<file path="config.mk">
export PLATFORM = sky130hd
export DESIGN_NAME = cpu_mem_bridge_flat
export DESIGN_NICKNAME = d
export VERILOG_FILES = /design/src/rtl/cpu_mem_bridge_if.sv /design/src/rtl/cpu_mem_bridge.sv /design/src/flat_wrapper.sv
export SDC_FILE = /design/constraint.sdc
export NUM_CORES = 1
export LEC_CHECK = 0
export BUFFER_PORTS_ARGS = -buffer_cell sky130_fd_sc_hd__buf_2
export CAP_MARGIN = 30
export CORE_UTILIZATION = 38
export DETAILED_ROUTE_END_ITERATION = 10
export PLACE_DENSITY_LB_ADDON = 0.1
export SYNTH_ARGS = -nofsm -noshare
export SYNTH_HDL_FRONTEND = slang
export SYNTH_SLANG_ARGS = --single-unit
export TNS_END_PERCENT = 50
</file>
<file path="constraint.sdc">
create_clock -name clk -period 3.7 [get_ports clk]
set_clock_uncertainty 0.2 [all_clocks]
set_input_delay 0.37 -clock clk [delete_from_list [all_inputs] [get_ports clk]]
set_output_delay 0.37 -clock clk [all_outputs]
set_load 0.03 [all_outputs]
</file>
<file path="src/rtl/cpu_mem_bridge_if.sv">
// CPU / BRAM / status bundle for cpu_mem_bridge; the I/O side exists only when
// CPU_MEM_BRIDGE_IO_EN is defined. "slave" is the bridge, "master" its environment.
interface cpu_mem_bridge_if #(
    parameter int CPU_DW = 4,
    parameter int CPU_AW = 12,
    parameter int SYS_DW = 32,
    parameter int SYS_AW = 32
);
    logic                  cpu_re;
    logic                  cpu_we;
    logic [CPU_AW-1:0]     cpu_addr;
    logic [CPU_DW-1:0]     cpu_wdata;
    logic [CPU_DW-1:0]     cpu_rdata;
    logic                  cpu_stop;
    logic                  bram_en;
    logic [SYS_DW/8-1:0]   bram_we;
    logic [SYS_AW-1:0]     bram_addr;
    logic [SYS_DW-1:0]     bram_wdata;
    logic [SYS_DW-1:0]     bram_rdata;
    logic                  bus_err;
    logic                  err_clr;
`ifdef CPU_MEM_BRIDGE_IO_EN
    logic                  io_req;
    logic                  io_we;
    logic [7:0]            io_addr;
    logic [CPU_DW-1:0]     io_wdata;
    logic [CPU_DW-1:0]     io_rdata;
    logic                  io_ack;
`endif

    modport slave (
        input  cpu_re, cpu_we, cpu_addr, cpu_wdata, bram_rdata, err_clr,
        output cpu_rdata, cpu_stop, bram_en, bram_we, bram_addr, bram_wdata, bus_err
`ifdef CPU_MEM_BRIDGE_IO_EN
        , output io_req, io_we, io_addr, io_wdata
        , input  io_rdata, io_ack
`endif
    );

    modport master (
        output cpu_re, cpu_we, cpu_addr, cpu_wdata, bram_rdata, err_clr,
        input  cpu_rdata, cpu_stop, bram_en, bram_we, bram_addr, bram_wdata, bus_err
`ifdef CPU_MEM_BRIDGE_IO_EN
        , input  io_req, io_we, io_addr, io_wdata
        , output io_rdata, io_ack
`endif
    );
endinterface

</file>
<file path="src/rtl/cpu_mem_bridge.sv">
// Narrow CPU bus to wide BRAM bridge with a stalling read path and an optional
// acknowledged I/O region (enabled by defining CPU_MEM_BRIDGE_IO_EN).
module cpu_mem_bridge #(
    parameter int                CPU_DW  = 4,
    parameter int                CPU_AW  = 12,
    parameter int                SYS_DW  = 32,
    parameter int                SYS_AW  = 32,
    parameter int                RD_LAT  = 1,
    parameter logic [CPU_AW-1:0] IO_BASE = 12'hF00,
    parameter int                IO_TMO  = 15
) (
    input logic              clk,
    input logic              reset,
    cpu_mem_bridge_if.slave  bus
);
    localparam int BE_W    = SYS_DW / 8;
    localparam int CNT_MAX = (IO_TMO > RD_LAT) ? IO_TMO : RD_LAT;
    localparam int CNT_W   = $clog2(CNT_MAX + 1);

    typedef enum logic [1:0] {IDLE, BRD, IOW, DONE} state_t;

    state_t           state;
    state_t           state_nxt;
    logic [CNT_W-1:0] cnt;
    logic             io_sel;
    logic             wr;
    logic             rd;
    logic             tmo;
    logic             err_set;
    logic             unused_rdata;

    // Requests are only looked at in IDLE; a simultaneous re/we counts as a write.
    assign io_sel = bus.cpu_addr >= IO_BASE;
    assign wr     = (state == IDLE) && bus.cpu_we;
    assign rd     = (state == IDLE) && bus.cpu_re && !bus.cpu_we;
    assign unused_rdata = ^bus.bram_rdata;

`ifdef CPU_MEM_BRIDGE_IO_EN
    assign tmo     = (state == IOW) && !bus.io_ack && (cnt == CNT_W'(1));
    assign err_set = ((state == IDLE) && bus.cpu_re && bus.cpu_we) || tmo;
`else
    assign tmo     = 1'b0;
    assign err_set = ((state == IDLE) && bus.cpu_re && bus.cpu_we) || ((wr || rd) && io_sel);
`endif

    always_ff @(posedge clk or posedge reset) begin
        if (reset) state <= IDLE;
        else       state <= state_nxt;
    end

    always_comb begin
        state_nxt = state;
        case (state)
            IDLE: begin
                if ((wr || rd) && io_sel) begin
`ifdef CPU_MEM_BRIDGE_IO_EN
                    state_nxt = IOW;
`else
                    if (rd) state_nxt = DONE;
`endif
                end else if (rd) begin
                    state_nxt = BRD;
                end
            end
            BRD:  if (cnt == CNT_W'(1)) state_nxt = DONE;
`ifdef CPU_MEM_BRIDGE_IO_EN
            IOW:  if (bus.io_ack || tmo) state_nxt = DONE;
`else
            IOW:  state_nxt = IDLE;
`endif
            default: state_nxt = IDLE;
        endcase
    end

    // BRAM strobes exist only in the IDLE issue cycle; everything else stays zero.
    always_comb begin
        bus.bram_en    = 1'b0;
        bus.bram_we    = '0;
        bus.bram_addr  = '0;
        bus.bram_wdata = '0;
        bus.cpu_stop   = 1'b0;
        case (state)
            IDLE: begin
                if ((wr || rd) && !io_sel) begin
                    bus.bram_en   = 1'b1;
                    bus.bram_addr = SYS_AW'(bus.cpu_addr);
                    if (wr) begin
                        bus.bram_we    = BE_W'(1);
                        bus.bram_wdata = SYS_DW'(bus.cpu_wdata);
                    end
                end
`ifdef CPU_MEM_BRIDGE_IO_EN
                bus.cpu_stop = rd || (wr && io_sel);
`else
                bus.cpu_stop = rd;
`endif
            end
            BRD, IOW: bus.cpu_stop = 1'b1;
            default:  bus.cpu_stop = 1'b0;
        endcase
    end

    always_ff @(posedge clk or posedge reset) begin
        if (reset) begin
            cnt           <= '0;
            bus.cpu_rdata <= '0;
`ifdef CPU_MEM_BRIDGE_IO_EN
            bus.io_req    <= 1'b0;
            bus.io_we     <= 1'b0;
            bus.io_addr   <= '0;
            bus.io_wdata  <= '0;
`endif
        end else begin
            case (state)
                IDLE: begin
                    if (rd && !io_sel) begin
                        cnt <= CNT_W'(RD_LAT);
                    end else if ((wr || rd) && io_sel) begin
`ifdef CPU_MEM_BRIDGE_IO_EN
                        cnt          <= CNT_W'(IO_TMO);
                        bus.io_req   <= 1'b1;
                        bus.io_we    <= wr;
                        bus.io_addr  <= bus.cpu_addr[7:0];
                        bus.io_wdata <= bus.cpu_wdata;
`else
                        if (rd) bus.cpu_rdata <= '0;
`endif
                    end
                end
                BRD: begin
                    cnt <= cnt - 1'b1;
                    if (cnt == CNT_W'(1)) bus.cpu_rdata <= bus.bram_rdata[CPU_DW-1:0];
                end
`ifdef CPU_MEM_BRIDGE_IO_EN
                IOW: begin
                    cnt <= cnt - 1'b1;
                    if (bus.io_ack) begin
                        cnt        <= '0;
                        bus.io_req <= 1'b0;
                        if (!bus.io_we) bus.cpu_rdata <= bus.io_rdata;
                    end else if (tmo) begin
                        bus.io_req <= 1'b0;
                        if (!bus.io_we) bus.cpu_rdata <= '1;
                    end
                end
`endif
                default: ;
            endcase
        end
    end

    // A new error event wins over a clear in the same cycle.
    always_ff @(posedge clk or posedge reset) begin
        if (reset)            bus.bus_err <= 1'b0;
        else if (err_set)     bus.bus_err <= 1'b1;
        else if (bus.err_clr) bus.bus_err <= 1'b0;
    end
endmodule
</file>
<file path="src/flat_wrapper.sv">
// flat-port wrapper written by rule: the top's interface ports become plain ports
module cpu_mem_bridge_flat 
#(
    parameter int                CPU_DW  = 4,
    parameter int                CPU_AW  = 12,
    parameter int                SYS_DW  = 32,
    parameter int                SYS_AW  = 32,
    parameter int                RD_LAT  = 1,
    parameter logic [CPU_AW-1:0] IO_BASE = 12'hF00,
    parameter int                IO_TMO  = 15
)
  (clk, reset, bus_cpu_re, bus_cpu_we, bus_cpu_addr, bus_cpu_wdata, bus_bram_rdata, bus_err_clr, bus_cpu_rdata, bus_cpu_stop, bus_bram_en, bus_bram_we, bus_bram_addr, bus_bram_wdata, bus_bus_err);
  cpu_mem_bridge_if #(.CPU_DW(CPU_DW), .CPU_AW(CPU_AW), .SYS_DW(SYS_DW), .SYS_AW(SYS_AW)) bus_i ();
  input logic clk;
  input logic reset;
  input wire logic [$bits(bus_i.cpu_re)-1:0] bus_cpu_re;
  input wire logic [$bits(bus_i.cpu_we)-1:0] bus_cpu_we;
  input wire logic [$bits(bus_i.cpu_addr)-1:0] bus_cpu_addr;
  input wire logic [$bits(bus_i.cpu_wdata)-1:0] bus_cpu_wdata;
  input wire logic [$bits(bus_i.bram_rdata)-1:0] bus_bram_rdata;
  input wire logic [$bits(bus_i.err_clr)-1:0] bus_err_clr;
  output wire logic [$bits(bus_i.cpu_rdata)-1:0] bus_cpu_rdata;
  output wire logic [$bits(bus_i.cpu_stop)-1:0] bus_cpu_stop;
  output wire logic [$bits(bus_i.bram_en)-1:0] bus_bram_en;
  output wire logic [$bits(bus_i.bram_we)-1:0] bus_bram_we;
  output wire logic [$bits(bus_i.bram_addr)-1:0] bus_bram_addr;
  output wire logic [$bits(bus_i.bram_wdata)-1:0] bus_bram_wdata;
  output wire logic [$bits(bus_i.bus_err)-1:0] bus_bus_err;
  assign bus_i.cpu_re = bus_cpu_re;
  assign bus_i.cpu_we = bus_cpu_we;
  assign bus_i.cpu_addr = bus_cpu_addr;
  assign bus_i.cpu_wdata = bus_cpu_wdata;
  assign bus_i.bram_rdata = bus_bram_rdata;
  assign bus_i.err_clr = bus_err_clr;
  assign bus_cpu_rdata = bus_i.cpu_rdata;
  assign bus_cpu_stop = bus_i.cpu_stop;
  assign bus_bram_en = bus_i.bram_en;
  assign bus_bram_we = bus_i.bram_we;
  assign bus_bram_addr = bus_i.bram_addr;
  assign bus_bram_wdata = bus_i.bram_wdata;
  assign bus_bus_err = bus_i.bus_err;
  cpu_mem_bridge #(.CPU_DW(CPU_DW), .CPU_AW(CPU_AW), .SYS_DW(SYS_DW), .SYS_AW(SYS_AW), .RD_LAT(RD_LAT), .IO_BASE(IO_BASE), .IO_TMO(IO_TMO)) u_core (.clk(clk), .reset(reset), .bus(bus_i));
endmodule
</file>
==> results of run 1 <==
-- final cells by class --
type / instances / area, um^2
multi-input combinational: 119 / 708.2
inverter: 12 / 45.04
timing repair buffer: 49 / 250.2
tap: 44 / 55.05
fill: 328 / 1718
clock buffer: 4 / 26.28
sequential: 11 / 275.3
-- power breakdown --
part	switching (W)	total, W	internal (W)
combinational	0.000414	0.000618	0.000204
sequential	0.0000343	0.000200	0.000166
clock	0.0000385	0.0000802	0.0000417
total	0.000487	0.000898	0.000412
-- worst reg2reg max path: stages, from the launching register on --
cell and delay (ns):
dfrtp_1 0.40, inv_1 0.10, ha_1 0.44, inv_1 0.16
o22ai_2 0.18, nand2_2 0.13, mux2i_1 0.15
-- cell usage after synthesis (all sizes together) --
master	count	area share [%]
a31oi	1	1.7
inv	12	3.6
nand4	1	1.0
and3	1	0.50
nor2	4	1.2
and3b	1	0.70
o31ai	1	1.0
nand2	12	4.0
nand3	1	0.40
o211ai	1	0.60
dfrtp	11	22
o22a	1	0.70
and4	1	0.70
and2	16	8.0
buf	53	32
and2b	1	0.80
nand4b	2	1.4
o221ai	1	0.70
ha	6	6.0
a21boi	1	0.90
clkbuf	1	0.30
nor3	1	0.40
a2bb2oi	1	0.70
mux2i	4	3.2
nand2b	1	0.50
o22ai	1	1.0
a22oi	1	0.60
nand3b	1	1.6
conb	1	0.30
o21ai	4	1.9
a21oi	2	1.1
-- layer usage --
layer	up-vias	wire length [um]	share of wire (%)	track usage, %
li1	463	-	-	-
met1	451	954	44	15.58
met2	56	1006	47	20.06
met3	2	172	8.0	1.528
met4	0	17	0.79	5.102
met5	-	0	0	0
-- cell usage in the layout (no fill, tap or decap), types with 2 or more instances in the layout --
cell      netlist  final
nand4b_1        2      2
nor2_1          4      4
conb_1          1     51
nand2_1        10     10
buf_2           0     48
clkbuf_4        0      3
nand2_2         2      2
mux2i_1         4      4
ha_1            6      6
and2_1         16     16
o21ai_0         2      2
inv_1          12     12
dfrtp_1        11     11
-- kinds of logic (layout without fill, tap and decap cells) --
group           count (synthesis)  in the layout
buf+inv                        66             65
simple gates                   43             43
compound gates                 15             15
flops                          11             11
fa+ha+maj                       6              6
mux                             4              4
other cells                     1             51
-- stage by stage --
step / worst slack [ns] / instance area [um^2]
after floorplan: 1.405 / 1438
after global placement: 1.424 / 1324
after detailed placement: 1.352 / 1324
after CTS: 1.055 / 1360
after global routing: 0.8757 / 1360
final: 1.089 / 1360
-- registers in the layout, indices dropped and copies added, names as in the netlist --
register              cells
u_core.bus.cpu_rdata      4
u_core.bus.bus_err        1
u_core.state              2
u_core.cnt                4
-- path summary, 6_finish.rpt --
path / endpoint / cells after the start / slack, ns / from
setup / recovery: bus_bram_addr[8] / 6 / 1.09 / u_core.state[1]
hold / removal: u_core.bus.bus_err / 2 / 0.14 / bus_err_clr
setup reg to reg: u_core.bus.cpu_rdata[2] / 6 / 1.83 / u_core.state[1]
hold reg to reg: u_core.cnt[1] / 2 / 0.32 / u_core.cnt[1]
max in group asynchronous: u_core.state[0] / 3 / 2.58 / reset
min in group asynchronous: u_core.state[1] / 3 / 0.43 / reset
==> flow_metrics.tcl, run 1 <==
set metrics [dict create \
    status "complete, no violations" \
    fmax_mhz 383.0 \
    crit_fanout 13 \
    ir_drop_uv 185.8 \
    fp-row-count 20 \
    ys_seq_elements 11 \
    hpwlAfterDp_um 1819 \
    die_h_um 59.35 \
    p_leak_nw 0.8280 \
    final_cells 239 \
    ios 128 \
    crit_type "reg2out" \
    drtAntennaViolNets 0 \
    antennaDiodeCount 0 \
    p_per_area_mw_per_mm2 660.6 \
    cp.required_ns 3.13 \
    postCtsSetupRepairBufs 0 \
    synthMuxAreaShare_pct 3.203 \
    final_nets 255 \
    die_w_um 59.35 \
    yosys.area_share.adder_pct 6.006 \
    drv_slew 0 \
    layout-drive-gt1-share_pct 31.79 \
    grt_pass1_vias 747 \
    drc 0 \
    cpPeakStageDelay_ns 0.40 \
    drt_wl_total_um 2151 \
    antenna_found_initial 0 \
    cts_resized 0 \
    dieArea_mm2 0.003522 \
    hp-class "in2reg" \
    grt_util_all_layers_pct 12.04 \
    yosysUniqueCellTypes 36 \
    cp-end-kind "primary output" \
    start_util_pct 40.61 \
    vias 972 \
    ctsHoldBuffers 1 \
    synth-seq-area-share_pct 22.02 \
    grt_max_degree 14 \
    hold_viol 0 \
    slowest_stage "dfrtp_1" \
    rsz0062_at_grt "false" \
    min_period_ns 2.611 \
    cts_buffers 3 \
    crit_family "flip-flops" \
    drtIter0Drc 5 \
    worst-path-buf-inv 2 \
    avgViaCountPerCell 4.067 \
    tritoncts "done" \
    port_buffers 48 \
    power_w 0.0008985 \
    cap_violations 0 \
    clock_latency_ns 0.26 \
    grt_pass1_wl_um 3249 \
    synthSimpleGateAreaFrac_pct 21.22 \
    place_congestion 0.7300 \
    grt_overflow 0 \
    cts_root_buf "clkbuf_4" \
    clk_pin_slew_ns 0.07 \
    cts_num_sinks 11 \
    drt-wirelength-per-cell_um 9.000 \
    start_kind "flip-flop" \
    critical_path_arrival_ns 2.04 \
    tns_ns 0 \
    area_growth_syn_to_layout_pct 8.808 \
    setup_viol 0 \
    synthCells 146 \
    synth-xor-area-share_pct 0 \
    final_util_pct 44.19 \
    cts.path.max_buffers 2 \
    synth_top_family_by_area "buffers and inverters" \
    crit_chain "inv_1 > ha_1 > nand2_1 > a21oi_2 > and2_1 > buf_2" \
    coreArea_mm2 0.003078 \
    period_share_pct 70.56 \
    dp.cells 234 \
    mappedNetlistArea_mm2 0.001250 \
    cts_max_level 1 \
    timing.hold.ws_ns 0.1375 \
    synth_compound_area_share_pct 10.91 \
    ys_warn_count 0 \
    syn_area_per_cell_um2 8.561 \
    first_pass_iters 4 \
]
(Power assumes the default switching activity.)
==> inputs of run 2 (changes only) <==
CORE_UTILIZATION = 32   (was 38)
clock period = 2.4 ns   (was 3.7 ns; I/O delays follow)
==> flow_metrics.tcl, run 2 (synthesis gave the netlist of run 1 again) <==
set metrics [dict create \
    grt_busiest_layer "met2" \
    ff2ff_path_depth 7 \
    cap_violations 0 \
    postCtsSetupRepairBufs 0 \
    first_pass_iters 4 \
    grt_use_met1_pct 12.67 \
    start_kind "flip-flop" \
    start_util_pct 33.64 \
    cts_buffers 3 \
    cts.path.max_buffers 2 \
    largestRegisters "u_core.bus.cpu_rdata (4), u_core.cnt (4), u_core.state (2)" \
    crit_type "reg2out" \
    period_share_pct 94.80 \
    hpwlAfterDp_um 1868 \
    status "complete, no violations" \
    drc 0 \
    use_met2_pct 20.26 \
    p_leak_nw 0.8467 \
    min_path_cells 2 \
    fmax_mhz 439.5 \
    hp-class "in2reg" \
    cts_num_sinks 11 \
    antenna_found_initial 0 \
    drtIter0Drc 13 \
    cts_root_buf "clkbuf_8" \
    area_growth_syn_to_layout_pct 12.51 \
    layout_commonest_cell "conb_1" \
    drtAntennaViolNets 0 \
    setup_viol 0 \
    n_fill_cell 411 \
    hold_viol 0 \
    coreArea_mm2 0.003716 \
    die_h_um 64.50 \
    grt_pass1_wl_um 3663 \
    final_util_pct 37.85 \
    layout-drive-gt1-share_pct 32.49 \
    antennaDiodeCount 0 \
    cts_max_level 1 \
    place_congestion 0.6798 \
    multi_input_area_um2 715.7 \
    grt_util_all_layers_pct 10.74 \
    critical_path_arrival_ns 1.84 \
    drt-wirelength-per-cell_um 9.053 \
    vias 967 \
    timing.hold.ws_ns 0.02684 \
    min_period_ns 2.275 \
    cp.required_ns 1.96 \
    port_buffers 48 \
    ir_drop_uv 307.0 \
    use_met3_pct 1.937 \
    clock_latency_ns 0.24 \
    crit_fanout 13 \
    p_per_area_mw_per_mm2 1063 \
    grt_pass1_vias 828 \
    regArea_um2 275.3 \
    ios 128 \
    avgViaCountPerCell 3.947 \
    dieArea_mm2 0.004160 \
    grt_max_degree 14 \
    tritoncts "done" \
    grt_overflow 0 \
    fp-row-count 22 \
    cp-end-kind "primary output" \
    die_w_um 64.50 \
    clk_pin_slew_ns 0.05 \
    drt_wl_total_um 2218 \
    drv_slew 0 \
    final_nets 257 \
    layout_common_cells "51 x conb_1, 48 x buf_2, 16 x and2_1, 12 x inv_1, 11 x dfrtp_1" \
]
## run 2: cell count changes in the layout (fill, tap and decap cells not counted)
| cell | change |
|---|---|
| a21oi_4 | +1 |
| clkbuf_8 | +3 |
| buf_4 | +2 |
| a21oi_2 | -1 |
| clkbuf_4 | -3 |
## run 2: report_power, final
part	leakage [nW]	total (W)	internal [W]	switching (W)
registers	0.141	0.000310	0.000257	0.0000539
clock network	0.0228	0.000187	0.000117	0.0000706
logic	0.683	0.000997	0.000337	0.000659
total	0.847	0.00149	0.000711	0.000784
## run 2: per-layer routing
metal	up-vias	wire length, um
met5	-	0
met4	0	0
met3	0	131
met2	51	1207
li1	466	-
met1	450	879
## run 2: path summary, 6_finish.rpt
| check | slack (ns) | end | from |
|---|---|---|---|
| max | 0.12 | bus_bram_addr[10] | u_core.state[1] |
| min reg2reg | 0.32 | u_core.cnt[1] | u_core.cnt[1] |
| max in group asynchronous | 1.36 | u_core.cnt[0] | reset |
| min | 0.03 | u_core.bus.bus_err | bus_err_clr |
| min in group asynchronous | 0.34 | u_core.cnt[2] | reset |
| max reg2reg | 0.59 | u_core.cnt[3] | u_core.state[0] |
## run 2: layout make-up
cell class              count  share of cell area, %
multi-input cells         119                  50.89
inverters                  12                  3.203
flip-flops and latches     11                  19.57
repair buffers             51                  18.86
clock buffers               4                  3.203
well taps                  48                  4.270
## run 2: repair_timing
action,CTS,global route
hold buffers,1,0
resized for setup,0,1
setup endpoints to repair,0,12
endpoints found under the hold margin,11,0
## run 2: per-stage QoR
stage	total power (W)	instances	TNS, ns	worst slack [ns]	area (um^2)
final	0.001495	245	0	0.1249	1406
after CTS	0.001505	245	0	0.03015	1399
after global routing	0.001619	245	-0.0004146	-0.0004146	1406
after detailed placement	0.001309	240	0	0.3004	1344
after floorplan	0.001163	196	0	0.2351	1438
after global placement	0.001283	240	0	0.3515	1344
## run 2: worst max-delay path, stage by stage (launching register included)
cell and delay, ns:
dfrtp_1 0.40, inv_1 0.11, ha_1 0.34, nand2_2 0.12, a21oi_4 0.27, and2_1 0.17, buf_2 0.19
==> inputs of run 3 (changes only) <==
CORE_MARGIN = 5   (was unset)
==> flow_metrics.tcl, run 3 (synthesis gave the netlist of run 1 again) <==
set metrics [dict create \
    largestRegisters "u_core.bus.cpu_rdata (4), u_core.cnt (4), u_core.state (2)" \
    final_util_pct 37.91 \
    clk_pin_slew_ns 0.06 \
    dieArea_mm2 0.005256 \
    switchingPower_w 0.0007822 \
    clock_latency_ns 0.24 \
    reg2reg_from "u_core.state[1]" \
    layout-drive-gt1-share_pct 32.99 \
    grt_max_degree 14 \
    hpwlAfterDp_um 2236 \
    dpl_cell_area_mm2 0.001344 \
    crit_family "flip-flops" \
    hold_viol 0 \
    tritoncts "done" \
    period_share_pct 90.88 \
    hold_end "u_core.bus.bus_err" \
    grt_pass1_vias 902 \
    port_buffers 48 \
    crit_fanout 13 \
    cap_violations 0 \
    die_h_um 72.50 \
    cts_root_buf "clkbuf_8" \
    critical_path_arrival_ns 1.74 \
    p_int_w 0.0007130 \
    start_util_pct 33.64 \
    postCtsSetupRepairBufs 0 \
    cts_num_sinks 11 \
    cpPeakStageDelay_ns 0.39 \
    startpoint "u_core.state[1]" \
    worst-path-buf-inv 2 \
    start_kind "flip-flop" \
    min_path_cells 2 \
    p_per_area_mw_per_mm2 1061 \
    cp-end-kind "primary output" \
    drt_wl_total_um 2588 \
    stdcell_area_mm2 0.001409 \
    cts.path.max_buffers 2 \
    die_w_um 72.50 \
    routed-wl-met2_um 1470 \
    coreArea_mm2 0.003716 \
    setup_viol 0 \
    tns_ns 0 \
    grt_pass1_wl_um 3836 \
    ff2ff_path_depth 7 \
    drc 0 \
    p_seq_share_pct 20.6 \
    place_congestion 0.7860 \
    pwr-share-comb_pct 66.6 \
    grt_overflow 0 \
    min_period_ns 2.181 \
    dp_slack_ns 0.3211 \
    cts_buffers 3 \
    drv_slew 0 \
    ios 128 \
    antenna_found_initial 0 \
    status "complete, no violations" \
    layout_common_cells "51 x conb_1, 48 x buf_2, 16 x and2_1, 12 x inv_1, 11 x dfrtp_1" \
    dr_wl_met3_um 190 \
    fin_ws_ns 0.2189 \
    crit_chain "inv_1 > ha_2 > nand2_2 > a21oi_4 > and2_1 > buf_2" \
    p_leak_nw 0.8454 \
    layout_commonest_cell "conb_1" \
    rrSetupSlack_ns 0.63 \
    drt-wirelength-per-cell_um 10.56 \
    p_clk_share_pct 12.8 \
    min_from "bus_err_clr" \
    highest_layer "met4" \
    fp-row-count 22 \
    vias 959 \
    first_pass_iters 2 \
    grt_util_all_layers_pct 8.844 \
    avgViaCountPerCell 3.914 \
    area_growth_syn_to_layout_pct 12.71 \
    swShare_pct 52.31 \
    fmax_mhz 458.5 \
    drtIter0Drc 19 \
    final_nets 257 \
    cts_max_level 1 \
    crit_type "reg2out" \
    reg2reg_to "u_core.cnt[2]" \
    drtAntennaViolNets 0 \
    ir_drop_uv 235.7 \
    antennaDiodeCount 0 \
    slowest_stage "dfrtp_1" \
    rsz0062_at_grt "false" \
    cp.required_ns 1.96 \
    hp-class "in2reg" \
    m1WireLength_um 877 \
]
[run 3: cell count changes in the layout (fill, tap and decap cells not counted)]
cell | before | now
ha_2 | 0 | 1
ha_1 | 6 | 5
[run 3: final cells by class]
cell class	count	area [um^2]
fillers	399	2307
multi-input cells	119	718.2
flip-flops and latches	11	275.3
repair buffers	51	265.3
well taps	48	60.06
clock buffers	4	45.04
inverters	12	45.04
[run 3: layer usage]
| metal | global-route usage, % | vias up |
|---|---|---|
| li1 | - | 470 |
| met1 | 9.365 | 441 |
| met2 | 18.00 | 42 |
| met3 | 0.5540 | 6 |
| met4 | 3.074 | 0 |
| met5 | 0 | - |
[run 3: what timing repair did]
item / CTS / global route
resized for setup: 0 / 2
hold buffers: 1 / 0
setup endpoints to repair: 0 / 12
hold endpoints to repair: 11 / 0
[run 3: power groups by stage]
stage,clock network [W],logic [W],registers [W]
final,0.000191,0.000996,0.000307
after global routing,0.000206,0.00110,0.000318
after CTS,0.000200,0.000996,0.000309
after detailed placement,0,0.000991,0.000312
after global placement,0,0.000978,0.000311
after floorplan,0,0.000818,0.000346
[run 3: worst max path at each step]
stage                     slack, ns  depth (start not counted)                 to
after CTS                      0.06                          6   bus_bram_addr[8]
after detailed placement       0.32                          6   bus_bram_addr[1]
final                          0.22                          6   bus_bram_addr[1]
after global routing           0.07                          6   bus_bram_addr[1]
after floorplan                0.24                          5  bus_bram_wdata[0]
after global placement         0.35                          6   bus_bram_addr[5]
[run 3: through the flow]
step	hold WS (ns)	total power, W	cells
3_3_place_gp	0.06600	0.001289	240
4_1_cts	0.02782	0.001504	245
6_report	0.02635	0.001495	245
3_5_place_dp	0.06410	0.001302	240
2_1_floorplan	-0.1076	0.001163	196
5_1_grt	0.06041	0.001622	245
